--- config.mk ---
export PLATFORM = sky130hd
export DESIGN_NAME = dmem_arbiter
export DESIGN_NICKNAME = d
export VERILOG_FILES = /design/src/rtl/dmem_arbiter.sv
export SDC_FILE = /design/constraint.sdc
export NUM_CORES = 1
export LEC_CHECK = 0
export CORE_AREA = 2 2 92 94
export CTS_CLUSTER_DIAMETER = 40
export DETAILED_ROUTE_END_ITERATION = 12
export DIE_AREA = 0 0 94 96
export PLACE_DENSITY = 0.74
export SKIP_LAST_GASP = 1
export SLEW_MARGIN = 20
export SYNTH_ARGS = -nofsm -noshare
export SYNTH_HDL_FRONTEND = slang
export SYNTH_SLANG_ARGS = --single-unit
export TNS_END_PERCENT = 30
--- constraint.sdc ---
create_clock -name clk -period 3 [get_ports clk]
set_clock_uncertainty 0.2 [all_clocks]
set_input_delay 0.6 -clock clk [delete_from_list [all_inputs] [get_ports clk]]
set_output_delay 0.6 -clock clk [all_outputs]
set_load 0.02 [all_outputs]
--- src/rtl/dmem_arbiter.sv ---
// Round-robin arbiter sharing a single-port data memory between the CPU MEM stage and a DMA port,
// with bounded DMA burst locking, read-return routing and a saturating CPU-stall counter.
module dmem_arbiter #(
    parameter int unsigned WIDTH     = 32,
    parameter int unsigned ADDR_W    = 6,
    parameter int unsigned MAX_BURST = 4,
    parameter int unsigned CNT_W     = 16
) (
    input  logic              clk,
    input  logic              reset,
    input  logic              cpu_req,
    input  logic              cpu_we,
    input  logic [ADDR_W-1:0] cpu_addr,
    input  logic [WIDTH-1:0]  cpu_wdata,
    output logic              cpu_gnt,
    output logic              cpu_rvalid,
    output logic [WIDTH-1:0]  cpu_rdata,
    output logic              cpu_stall,
    input  logic              dma_req,
    input  logic              dma_we,
    input  logic [ADDR_W-1:0] dma_addr,
    input  logic [WIDTH-1:0]  dma_wdata,
    input  logic              dma_lock,
    output logic              dma_gnt,
    output logic              dma_rvalid,
    output logic [WIDTH-1:0]  dma_rdata,
    output logic              mem_w_en,
    output logic [ADDR_W-1:0] mem_addr,
    output logic [WIDTH-1:0]  mem_wdata,
    input  logic [WIDTH-1:0]  mem_rdata,
    output logic [CNT_W-1:0]  stall_cnt
);

    localparam int unsigned BurstW = (MAX_BURST > 1) ? $clog2(MAX_BURST) : 1;
    localparam logic [BurstW-1:0] BurstLast = BurstW'(MAX_BURST - 1);

    typedef enum logic {OwnCpu = 1'b0, OwnDma = 1'b1} owner_e;

    owner_e              last_owner_q, last_owner_d;
    owner_e              rd_owner_q, rd_owner_d;
    logic                rd_pend_q, rd_pend_d;
    logic                lock_q, lock_d;
    logic [BurstW-1:0]   burst_q, burst_d;
    logic [CNT_W-1:0]    stall_cnt_q, stall_cnt_d;

    always_ff @(posedge clk) begin
        if (reset) begin
            last_owner_q <= OwnDma;
            rd_owner_q   <= OwnCpu;
            rd_pend_q    <= 1'b0;
            lock_q       <= 1'b0;
            burst_q      <= '0;
            stall_cnt_q  <= '0;
        end else begin
            last_owner_q <= last_owner_d;
            rd_owner_q   <= rd_owner_d;
            rd_pend_q    <= rd_pend_d;
            lock_q       <= lock_d;
            burst_q      <= burst_d;
            stall_cnt_q  <= stall_cnt_d;
        end
    end

    // Grants: a held lock beats round-robin; otherwise the previous owner yields on conflict.
    always_comb begin
        cpu_gnt = 1'b0;
        dma_gnt = 1'b0;
        if (!reset) begin
            if (cpu_req && dma_req) begin
                if (lock_q || last_owner_q == OwnCpu) begin
                    dma_gnt = 1'b1;
                end else begin
                    cpu_gnt = 1'b1;
                end
            end else begin
                cpu_gnt = cpu_req;
                dma_gnt = dma_req;
            end
        end
    end

    always_comb begin
        mem_w_en  = 1'b0;
        mem_addr  = '0;
        mem_wdata = '0;
        if (cpu_gnt) begin
            mem_w_en  = cpu_we;
            mem_addr  = cpu_addr;
            mem_wdata = cpu_wdata;
        end else if (dma_gnt) begin
            mem_w_en  = dma_we;
            mem_addr  = dma_addr;
            mem_wdata = dma_wdata;
        end
    end

    assign cpu_stall = cpu_req & ~cpu_gnt;

    always_comb begin
        last_owner_d = last_owner_q;
        rd_owner_d   = rd_owner_q;
        rd_pend_d    = 1'b0;
        lock_d       = lock_q;
        burst_d      = burst_q;
        stall_cnt_d  = stall_cnt_q;

        if (cpu_gnt) begin
            last_owner_d = OwnCpu;
            if (!cpu_we) begin
                rd_pend_d  = 1'b1;
                rd_owner_d = OwnCpu;
            end
        end else if (dma_gnt) begin
            last_owner_d = OwnDma;
            if (!dma_we) begin
                rd_pend_d  = 1'b1;
                rd_owner_d = OwnDma;
            end
        end

        // The final locked grant of a burst releases the lock so the CPU gets the next conflict.
        if (dma_gnt) begin
            if (dma_lock && burst_q < BurstLast) begin
                lock_d  = 1'b1;
                burst_d = burst_q + BurstW'(1);
            end else begin
                lock_d  = 1'b0;
                burst_d = '0;
            end
        end else if (!dma_req) begin
            lock_d  = 1'b0;
            burst_d = '0;
        end

        if (cpu_stall && stall_cnt_q != {CNT_W{1'b1}}) begin
            stall_cnt_d = stall_cnt_q + CNT_W'(1);
        end
    end

    // Reset masks the return so a read granted just before reset never reports.
    always_comb begin
        cpu_rvalid = rd_pend_q && !reset && rd_owner_q == OwnCpu;
        dma_rvalid = rd_pend_q && !reset && rd_owner_q == OwnDma;
        cpu_rdata  = cpu_rvalid ? mem_rdata : '0;
        dma_rdata  = dma_rvalid ? mem_rdata : '0;
    end

    assign stall_cnt = stall_cnt_q;

endmodule

==> results of run 1 <==
metrics by stage:
| step | cells | utilization, % | setup TNS, ns | instance area, um2 | worst slack, ns |
|---|---|---|---|---|---|
| 2_1_floorplan | 249 | - | 0 | 1900 | 0.137 |
| 3_3_place_gp | 589 | 55.8 | -35.07 | 4490 | -0.437 |
| 3_5_place_dp | 589 | 55.8 | -33.71 | 4490 | -0.413 |
| 4_1_cts | 593 | 55.7 | -2.21 | 4480 | -0.208 |
| 5_1_grt | 593 | 56.1 | -1.87 | 4520 | -0.0962 |
| 6_report | 593 | 56.1 | -0.203 | 4520 | -0.0208 |
worst max-delay path: stages:
cell and delay, ns:
dlygate4sd2_1 0.29, buf_4 0.17, nor3b_2 0.19, buf_4 0.23
and2_1 0.14, clkdlybuf4s50_1 0.59
Yosys cell counts, types with 2 or more instances:
| library cell | count |
|---|---|
| nand3_1 | 7 |
| or3_1 | 2 |
| nor3_1 | 5 |
| xnor2_1 | 7 |
| inv_1 | 6 |
| dfxtp_1 | 22 |
| nand4_1 | 5 |
| xor2_1 | 4 |
| ha_1 | 2 |
| nor2_1 | 16 |
| nand2_1 | 7 |
| and3_1 | 34 |
| o21ai_0 | 3 |
| a211oi_1 | 5 |
| and4_1 | 3 |
| nor4_1 | 4 |
| o21a_1 | 2 |
| clkbuf_1 | 18 |
| a21oi_1 | 5 |
| nor3b_1 | 2 |
| a22o_1 | 38 |
| dlygate4sd1_1 | 2 |
| and2_1 | 33 |
| nor2b_1 | 2 |
registers in the layout (all words and copies together) (netlist names):
name,cells
rd_owner_q,1
last_owner_q,1
rd_pend_q,1
stall_cnt,16
lock_q,1
burst_q,2
cells by family (layout without fill, tap and decap cells):
family,count (synthesis),count (layout)
AOI/OAI and AO/OA,59,59
buffers and inverters,29,268
xor gates and xnor gates,11,11
and+or+nand+nor,124,124
DFF,22,22
adders and majority gates,2,2
muxes,2,2
what timing repair did:
item / 4_1_cts / 5_1_grt
endpoints found under the setup margin: 107 / 82
gates resized for setup: 151 / 27
gates cloned: 1 / 0
power breakdown:
group	switching [uW]	internal, uW
clock	88.5	89.4
combinational	197	267
sequential	5.39	298
layer usage:
| metal | up-vias | wire length (um) |
|---|---|---|
| li1 | 1397 | - |
| met5 | - | 0 |
| met4 | 0 | 206 |
| met2 | 147 | 5010 |
| met1 | 1263 | 3600 |
| met3 | 14 | 758 |
layout by cell type (no fill, tap or decap), types with 3 or more instances in the layout:
cell,instances
clkdlybuf4s50_1,161
a22o_1,38
and3_1,34
and2_1,33
buf_4,30
dlygate4sd2_1,23
dfxtp_1,22
dlymetal6s2s_1,17
nor2_1,16
clkdlybuf4s15_2,13
buf_2,8
nand2_1,7
nand3_1,7
xnor2_1,7
inv_1,5
nor3_1,5
nand4_1,5
a21oi_1,5
a211oi_1,5
nor4_1,4
xor2_1,4
and4_1,3
o21ai_0,3
clkbuf_8,3
final cells by class:
type                       instances  area (um2)
timing repair buffer             259        2540
sequential                        22         440
fill                             771        3530
clock buffer                       3        41.3
tap                              105         131
inverter                           6        22.5
multi-input combinational        198        1340
final timing paths:
check,from,end,slack [ns],depth (start not counted)
worst max-delay path,reset,cpu_rdata[25],-0.02,6
worst min-delay path,last_owner_q,last_owner_q,0.28,2
worst max register to register,stall_cnt[0],stall_cnt[15],0.85,6
worst min register to register,last_owner_q,last_owner_q,0.28,2
==> metrics.cfg, run 1 <==
[drt]
ant_nets = 0
finalWirelength_mm = 9.57
wl_per_cell_um = 16.1
vias = 2821
viasPerCell = 4.76
drtIter0Drc = 58
dr.pass1.iters = 4
drc_errors = 0

[synthesis]
avgSynthCellArea_um2 = 7.65
synth_top_family_by_area = simple AND/OR/NAND/NOR gates
yosysSeqAreaShare_pct = 23.1
postSynthCellCount = 249
synth_compound_area_share_pct = 25.1
yosys.area_share.adder_pct = 1.31
syn_area_um2 = 1900
synthSimpleGateAreaFrac_pct = 37.6
synthFlopType = dfxtp_1
ys_seq_elements = 22
synth_top_cells_by_area = dfxtp_1, a22o_1, and3_1
synthArstFlopShare_pct = 0
synth-edff-count = 0
synthXorXnorAreaFrac_pct = 5.06
syn-num-nets = 366
synth_top_area_share_pct = 23.1
yosysTopAreaCell = dfxtp_1
ys_types = 39
synth_warnings = 0
synthMuxAreaShare_pct = 1.12

[worst_setup_path]
required_ns = 2.20
end_kind = output pin
critPathKind = in2out
cp_max_fo = 18
start_kind = primary input
crit_arrival_ns = 2.22

[finish]
diodes = 0
syn_to_final_growth_pct = 137
nets = 607
drive_gt1_share_pct = 13.3

[place]
gp_congestion = 0.822
numPortBuffers = 238
dp_hpwl_mm = 7.92

[cts]
cts.reportedPaths.clkPinSlew_ns = 0.07
cts_sinks = 22
postCtsSetupRepairBufs = 0
clockBufferDepth = 2
cts_inserted_buffers = 3
cts_root_buf = clkbuf_8
cts_tree = built
cts_htree_levels = 1
hold_buffers = 0
clkLatencyLatePin_ns = 0.26

[sta]
tightest_slew_ns = 0.436
layout_setup_ws_ns = -0.0208
rsz0062_at_grt = yes
fmax_mhz = 331
final_min_period_over_clock_period_pct = 101
slew_headroom_pct = 70.7
setup_violations = 22
slew_violations = 0
period_needed_ns = 3.02
hold_viol_final = 0
whs_ns = 0.281

[outcome]
outcome = complete, but fails checks
violations = setup timing

[die]
start_util_pct = 23.7
core-area_um2 = 8050
dieWidth_um = 94
die_y_um = 96
dieArea_um2 = 9020
core.rowCount = 33
io_pins = 239

[global_routing]
grt_max_degree = 34
grt-busiest-layer = met2
grt_pass1_vias = 2713
grt_antenna_before_repair = 0
track_usage_pct = 19.1
use_met2_pct = 35.5
grt_pass1_wl_mm = 13.7
grt.met3_usage_pct = 3.92
overflow = 0
use_met1_pct = 22.3

[power_and_ir_drop]
worst_ir_drop_vdd_uv = 104
p_leak_uw = 0.00224
total_power_uw = 946
power_density_nw_per_um2 = 209

[job]
maxCapViolCount = 0

[min_path]
min_path_type = reg2reg

No activity file was read; power rests on OpenSTA's default activity.
==> run 2: changes to the inputs <==
- CAP_MARGIN: not set -> 20
- REMOVE_ABC_BUFFERS: not set -> 1
- SLEW_MARGIN: 20 -> 10
==> metrics.cfg, run 2 (same netlist as run 1, synthesis figures left out) <==
[finish]
syn_to_final_growth_pct = 140
diodes = 0  ; unchanged
fin_area_um2 = 4570  ; +1.2%
mostFrequentLayoutCells = clkdlybuf4s50_1, dlygate4sd2_1, a22o_1, and3_1, and2_1
n_fill_cell = 746  ; -3.2%
drive_gt1_share_pct = 5.76  ; -7.6 points
largest_reg_flops = 16  ; unchanged
nets = 605  ; -0.33%
final_common_cell = clkdlybuf4s50_1

[place]
dp_hpwl_mm = 7.77  ; -1.9%
gp_congestion = 0.837  ; +1.8%
placed_cell_area_um2 = 4490  ; unchanged
numPortBuffers = 238  ; unchanged

[sta]
rsz0062_at_grt = yes
hold_viol_final = 0  ; unchanged
final_min_period_over_clock_period_pct = 101  ; +0.15 points
slew_headroom_pct = 77.8  ; +7.2 points
slew_violations = 0  ; unchanged
tightest_slew_ns = 0.332  ; -0.104 ns
layout_setup_ws_ns = -0.0254  ; -0.00464 ns
whs_ns = 0.284  ; +0.00336 ns
fmax_mhz = 331  ; -0.15%
period_needed_ns = 3.03  ; +0.00464 ns
setup_violations = 25  ; +14%

[die]
core-area_um2 = 8050  ; unchanged
die_y_um = 96  ; unchanged
start_util_pct = 23.7  ; unchanged
io_pins = 239  ; unchanged
core.rowCount = 33  ; unchanged
dieWidth_um = 94  ; unchanged
dieArea_um2 = 9020  ; unchanged

[power_and_ir_drop]
p_clk_share_pct = 19.0  ; +0.2 points
internal_power_uw = 650  ; -0.70%
worst_ir_drop_vdd_uv = 130  ; +25%
sequentialPowerShare_pct = 32.4  ; +0.3 points
p_leak_uw = 0.00247  ; +10%
sw_frac_of_total_pct = 30.6  ; -0.17 points
pwr-share-comb_pct = 48.6  ; -0.5 points
power.switching_uw = 287  ; -1.5%
power_density_nw_per_um2 = 205  ; -2.1%

[drt]
viasPerCell = 4.82  ; +1.2%
drc_errors = 0  ; unchanged
ant_nets = 0  ; unchanged
finalWirelength_mm = 9.40  ; -1.8%
wl_per_cell_um = 15.9  ; -1.5%
drtIter0Drc = 62  ; +6.9%
dr.pass1.iters = 4  ; unchanged
vias = 2846  ; +0.89%

[worst_setup_path]
critical-path-max-stage-delay_ns = 0.61  ; +0.02 ns
start_kind = primary input
crit_slowest_cell = clkdlybuf4s50_1
required_ns = 2.20  ; about the same
critPathBufInv = 4  ; unchanged
end_kind = output pin
crit_family = buffers and inverters
worstReg2RegStart = last_owner_q
worstPathCellList = dlygate4sd2_1 -> buf_4 -> nor2b_1 -> buf_12 -> and3_1 -> clkdlybuf4s50_1
cp_max_fo = 34  ; +16
critPathKind = in2out
crit_arrival_ns = 2.23  ; about the same
worstSetupStartpoint = reset

[global_routing]
overflow = 0  ; unchanged
grt_pass1_wl_mm = 13.2  ; -4.3%
grt_max_degree = 35  ; +2.9%
grt_pass1_vias = 2674  ; -1.4%
grt_antenna_before_repair = 0  ; unchanged
track_usage_pct = 18.4  ; -0.72 points

[cts]
hold_buffers = 0  ; unchanged
cts_tree = built
clkLatencyLatePin_ns = 0.26  ; about the same
cts_sinks = 22  ; unchanged
cts.reportedPaths.clkPinSlew_ns = 0.08  ; about the same
cts_root_buf = clkbuf_8
cts_inserted_buffers = 3  ; unchanged
postCtsSetupRepairBufs = 0  ; unchanged
cts_htree_levels = 1  ; unchanged
clockBufferDepth = 2  ; unchanged

[job]
maxCapViolCount = 0  ; unchanged

[outcome]
violations = setup timing
outcome = complete, but fails checks

[min_path]
min_path_type = reg2reg
min_from = burst_q[0]

[run 2: changes by cell type in the layout (fill, tap and decap cells not counted), sizes merged]
cell,before,now
clkdlybuf4s15,15,0
dlymetal6s2s,17,27
buf,40,19
clkdlybuf4s50,161,163
dlygate4sd2,23,47
clkbuf,5,3
[run 2: path summary, 6_finish.rpt]
| kind | to | slack (ns) | depth (start not counted) |
|---|---|---|---|
| setup / recovery | dma_rdata[25] | -0.03 | 6 |
| hold / removal | burst_q[0] | 0.28 | 2 |
| setup reg to reg | stall_cnt[15] | 0.82 | 6 |
| hold reg to reg | burst_q[0] | 0.28 | 2 |
[run 2: metal layers]
layer / vias up / track usage, % / share of wire (%)
li1: 1394 / - / -
met1: 1276 / 19.9 / 36
met2: 160 / 35.7 / 52
met3: 16 / 4.39 / 8.8
met4: 0 / 4.59 / 2.5
met5: - / 0 / 0
[run 2: power groups by stage]
stage	combinational, uW	sequential [uW]	clock (uW)
after detailed placement	482	310	0
after floorplan	157	316	0
after CTS	461	303	184
final	456	303	178
after global placement	476	310	0
after global routing	485	304	195
[run 2: layout make-up]
cell class                      instances  area (um2)  area share [%]
Multi-Input combinational cell        198        1340            29.3
Inverter                                6        22.5           0.492
Clock buffer                            3        41.3           0.903
Timing Repair Buffer                  257        2600            56.8
Tap cell                              105         131            2.87
Sequential cell                        22         440            9.63
[run 2: worst reg2reg max path: stages, from the launching register on]
cell,delay [ns]
dfxtp_1,0.31
nor2b_1,0.15
o21a_1,0.21
buf_4,0.16
or3_1,0.47
or4_1,0.44
a21oi_1,0.16
[run 2: per-stage QoR]
stage               instances  power [uW]  setup TNS (ns)  setup WS (ns)  util (%)
finish                    591         937          -0.308        -0.0254      56.8
floorplan                 226         473          -14.74         -0.455         -
CTS                       591         948           -1.21        -0.0918      56.0
detailed placement        587         792          -32.40         -0.477      55.8
global placement          587         786          -30.83         -0.433      55.8
global route              591         984           -4.01         -0.105      56.8
[run 2: repair_timing]
item | CTS | global route
endpoints found under the setup margin | 107 | 91
gates cloned | 1 | 0
resized for setup | 55 | 27
==> run 3: changes to the inputs <==
- SETUP_SLACK_MARGIN: not set -> 0.4
==> metrics.cfg, run 3 (same netlist as run 1, synthesis figures left out) <==
[outcome]
outcome = finished, final reports clean

[global_routing]
grt_max_degree = 35  ; unchanged
grt_pass1_vias = 2696  ; +0.82%
grt_pass1_wl_mm = 13.2  ; +0.68%
overflow = 0  ; unchanged
track_usage_pct = 18.5  ; +0.15 points
grt_antenna_before_repair = 0  ; unchanged

[sta]
final_min_period_over_clock_period_pct = 85.8  ; -15 points
hold_viol_final = 0  ; unchanged
slew_violations = 0  ; unchanged
fmax_mhz = 389  ; +18%
tightest_slew_ns = 0.328  ; -0.00357 ns
setup_violations = 0  ; -100%
setup_tns_ns = 0  ; +0.308 ns
rsz0062_at_grt = yes
period_needed_ns = 2.57  ; -0.451 ns
layout_setup_ws_ns = 0.426  ; +0.451 ns
slew_headroom_pct = 78.1  ; +0.24 points

[power_and_ir_drop]
internal_power_uw = 647  ; -0.43%
p_leak_uw = 0.00210  ; -15%
sw_frac_of_total_pct = 31.0  ; +0.38 points
power.switching_uw = 291  ; +1.4%
power_density_nw_per_um2 = 216  ; +5.5%
p_clk_share_pct = 18.8  ; -0.2 points
worst_ir_drop_vdd_uv = 131  ; +0.51%
pwr-share-comb_pct = 48.8  ; +0.2 points
sequentialPowerShare_pct = 32.4  ; about the same

[die]
dieArea_um2 = 9020  ; unchanged
core.rowCount = 33  ; unchanged
die_y_um = 96  ; unchanged
dieWidth_um = 94  ; unchanged
core-area_um2 = 8050  ; unchanged
start_util_pct = 23.7  ; unchanged
io_pins = 239  ; unchanged

[place]
dp_hpwl_mm = 7.77  ; unchanged
numPortBuffers = 238  ; unchanged
place_ws_ns = -0.477  ; unchanged
gp_congestion = 0.837  ; unchanged

[worst_setup_path]
end_kind = output pin
start_kind = primary input
required_ns = 2.20  ; about the same
cp_max_fo = 20  ; -41%
crit_slowest_cell = clkdlybuf4s15_2
worstPathCellList = buf_2 -> or2b_1 -> a21o_1 -> inv_2 -> buf_12 -> a22o_1 -> clkdlybuf4s15_2
crit_arrival_ns = 1.77  ; -0.46 ns
critical-path-max-stage-delay_ns = 0.26  ; -0.35 ns
r2r_setup_slack_ns = 0.81  ; about the same
critPathKind = in2out

[drt]
finalWirelength_mm = 9.39  ; about the same
drc_errors = 0  ; unchanged
wl_per_cell_um = 15.8  ; -0.43%
dr.pass1.iters = 4  ; unchanged
viasPerCell = 4.80  ; -0.30%
vias = 2847  ; +0.035%
ant_nets = 0  ; unchanged
drtIter0Drc = 44  ; -29%

[cts]
cts_htree_levels = 1  ; unchanged
cts_sinks = 22  ; unchanged
clockBufferDepth = 2  ; unchanged
cts.reportedPaths.clkPinSlew_ns = 0.07  ; about the same
cts_inserted_buffers = 3  ; unchanged
clkLatencyLatePin_ns = 0.26  ; about the same
hold_buffers = 0  ; unchanged
cts_root_buf = clkbuf_8
cts_tree = built

[finish]
diodes = 0  ; unchanged
largest_reg_flops = 16  ; unchanged
mostFrequentLayoutCells = clkdlybuf4s50_1, dlygate4sd2_1, a22o_1, and3_1, and2_1
syn_to_final_growth_pct = 128
drive_gt1_share_pct = 18.2  ; +12 points
final_common_cell = clkdlybuf4s50_1
nets = 607  ; +0.33%

[job]
maxCapViolCount = 0  ; unchanged

[min_path]
min_path_type = reg2reg

==> run 3: cell types whose count changed in the layout (fill, tap and decap cells not counted), sizes merged <==
| cell | delta |
|---|---|
| buf | +41 |
| dlymetal6s2s | -27 |
| clkbuf | +16 |
| dlygate4sd2 | -5 |
| clkdlybuf4s15 | +14 |
| bufbuf | -1 |
| clkdlybuf4s50 | -36 |
==> run 3: power groups by stage <==
stage / logic [uW] / registers, uW / clock network (uW)
after global placement: 476 / 310 / 0
after detailed placement: 482 / 310 / 0
after floorplan: 157 / 316 / 0
after CTS: 466 / 303 / 184
final: 458 / 303 / 177
after global routing: 486 / 304 / 195
==> run 3: layout make-up <==
cell class / instances / area [um2]
clock buffers: 3 / 41.3
fillers: 770 / 3710
multi-input cells: 198 / 1350
well taps: 105 / 131
repair buffers: 259 / 2350
inverters: 6 / 22.5
flip-flops and latches: 22 / 440
==> run 3: worst paths after layout <==
| check | from | end | depth (start not counted) |
|---|---|---|---|
| max reg2reg | last_owner_q | stall_cnt[15] | 6 |
| min reg2reg | last_owner_q | last_owner_q | 2 |
| max | reset | mem_addr[1] | 7 |
| min | last_owner_q | last_owner_q | 2 |
==> run 3: timing repair <==
item | in CTS | in global routing
cloned | 2 | 0
resized for setup | 261 | 40
pin swaps | 4 | 1
buffers inserted | 1 | 0
setup endpoints to repair | 111 | 90
==> run 3: worst max-delay path: cells and delay by family <==
| kind | cells | cell delay (ns) |
|---|---|---|
| buf+inv | 4 | 0.65 |
| compound gates | 2 | 0.31 |
| simple gates | 1 | 0.21 |
==> run 3: per-layer routing <==
metal / vias to the layer above / track usage (%) / routed length (um)
met5: - / 0 / 0
met4: 0 / 3.74 / 148
met2: 153 / 36.3 / 5020
met3: 10 / 3.99 / 745
met1: 1289 / 20.4 / 3480
li1: 1395 / - / -
==> run 3: stage by stage <==
step | power [uW] | utilization, % | instances | cell area (um2) | hold WS [ns]
floorplan | 473 | - | 226 | 1800 | 0.237
global placement | 786 | 55.8 | 587 | 4490 | 0.251
detailed placement | 792 | 55.8 | 587 | 4490 | 0.277
CTS | 953 | 55.3 | 593 | 4450 | 0.288
global route | 985 | 53.9 | 593 | 4340 | 0.317
finish | 938 | 53.9 | 593 | 4340 | 0.284
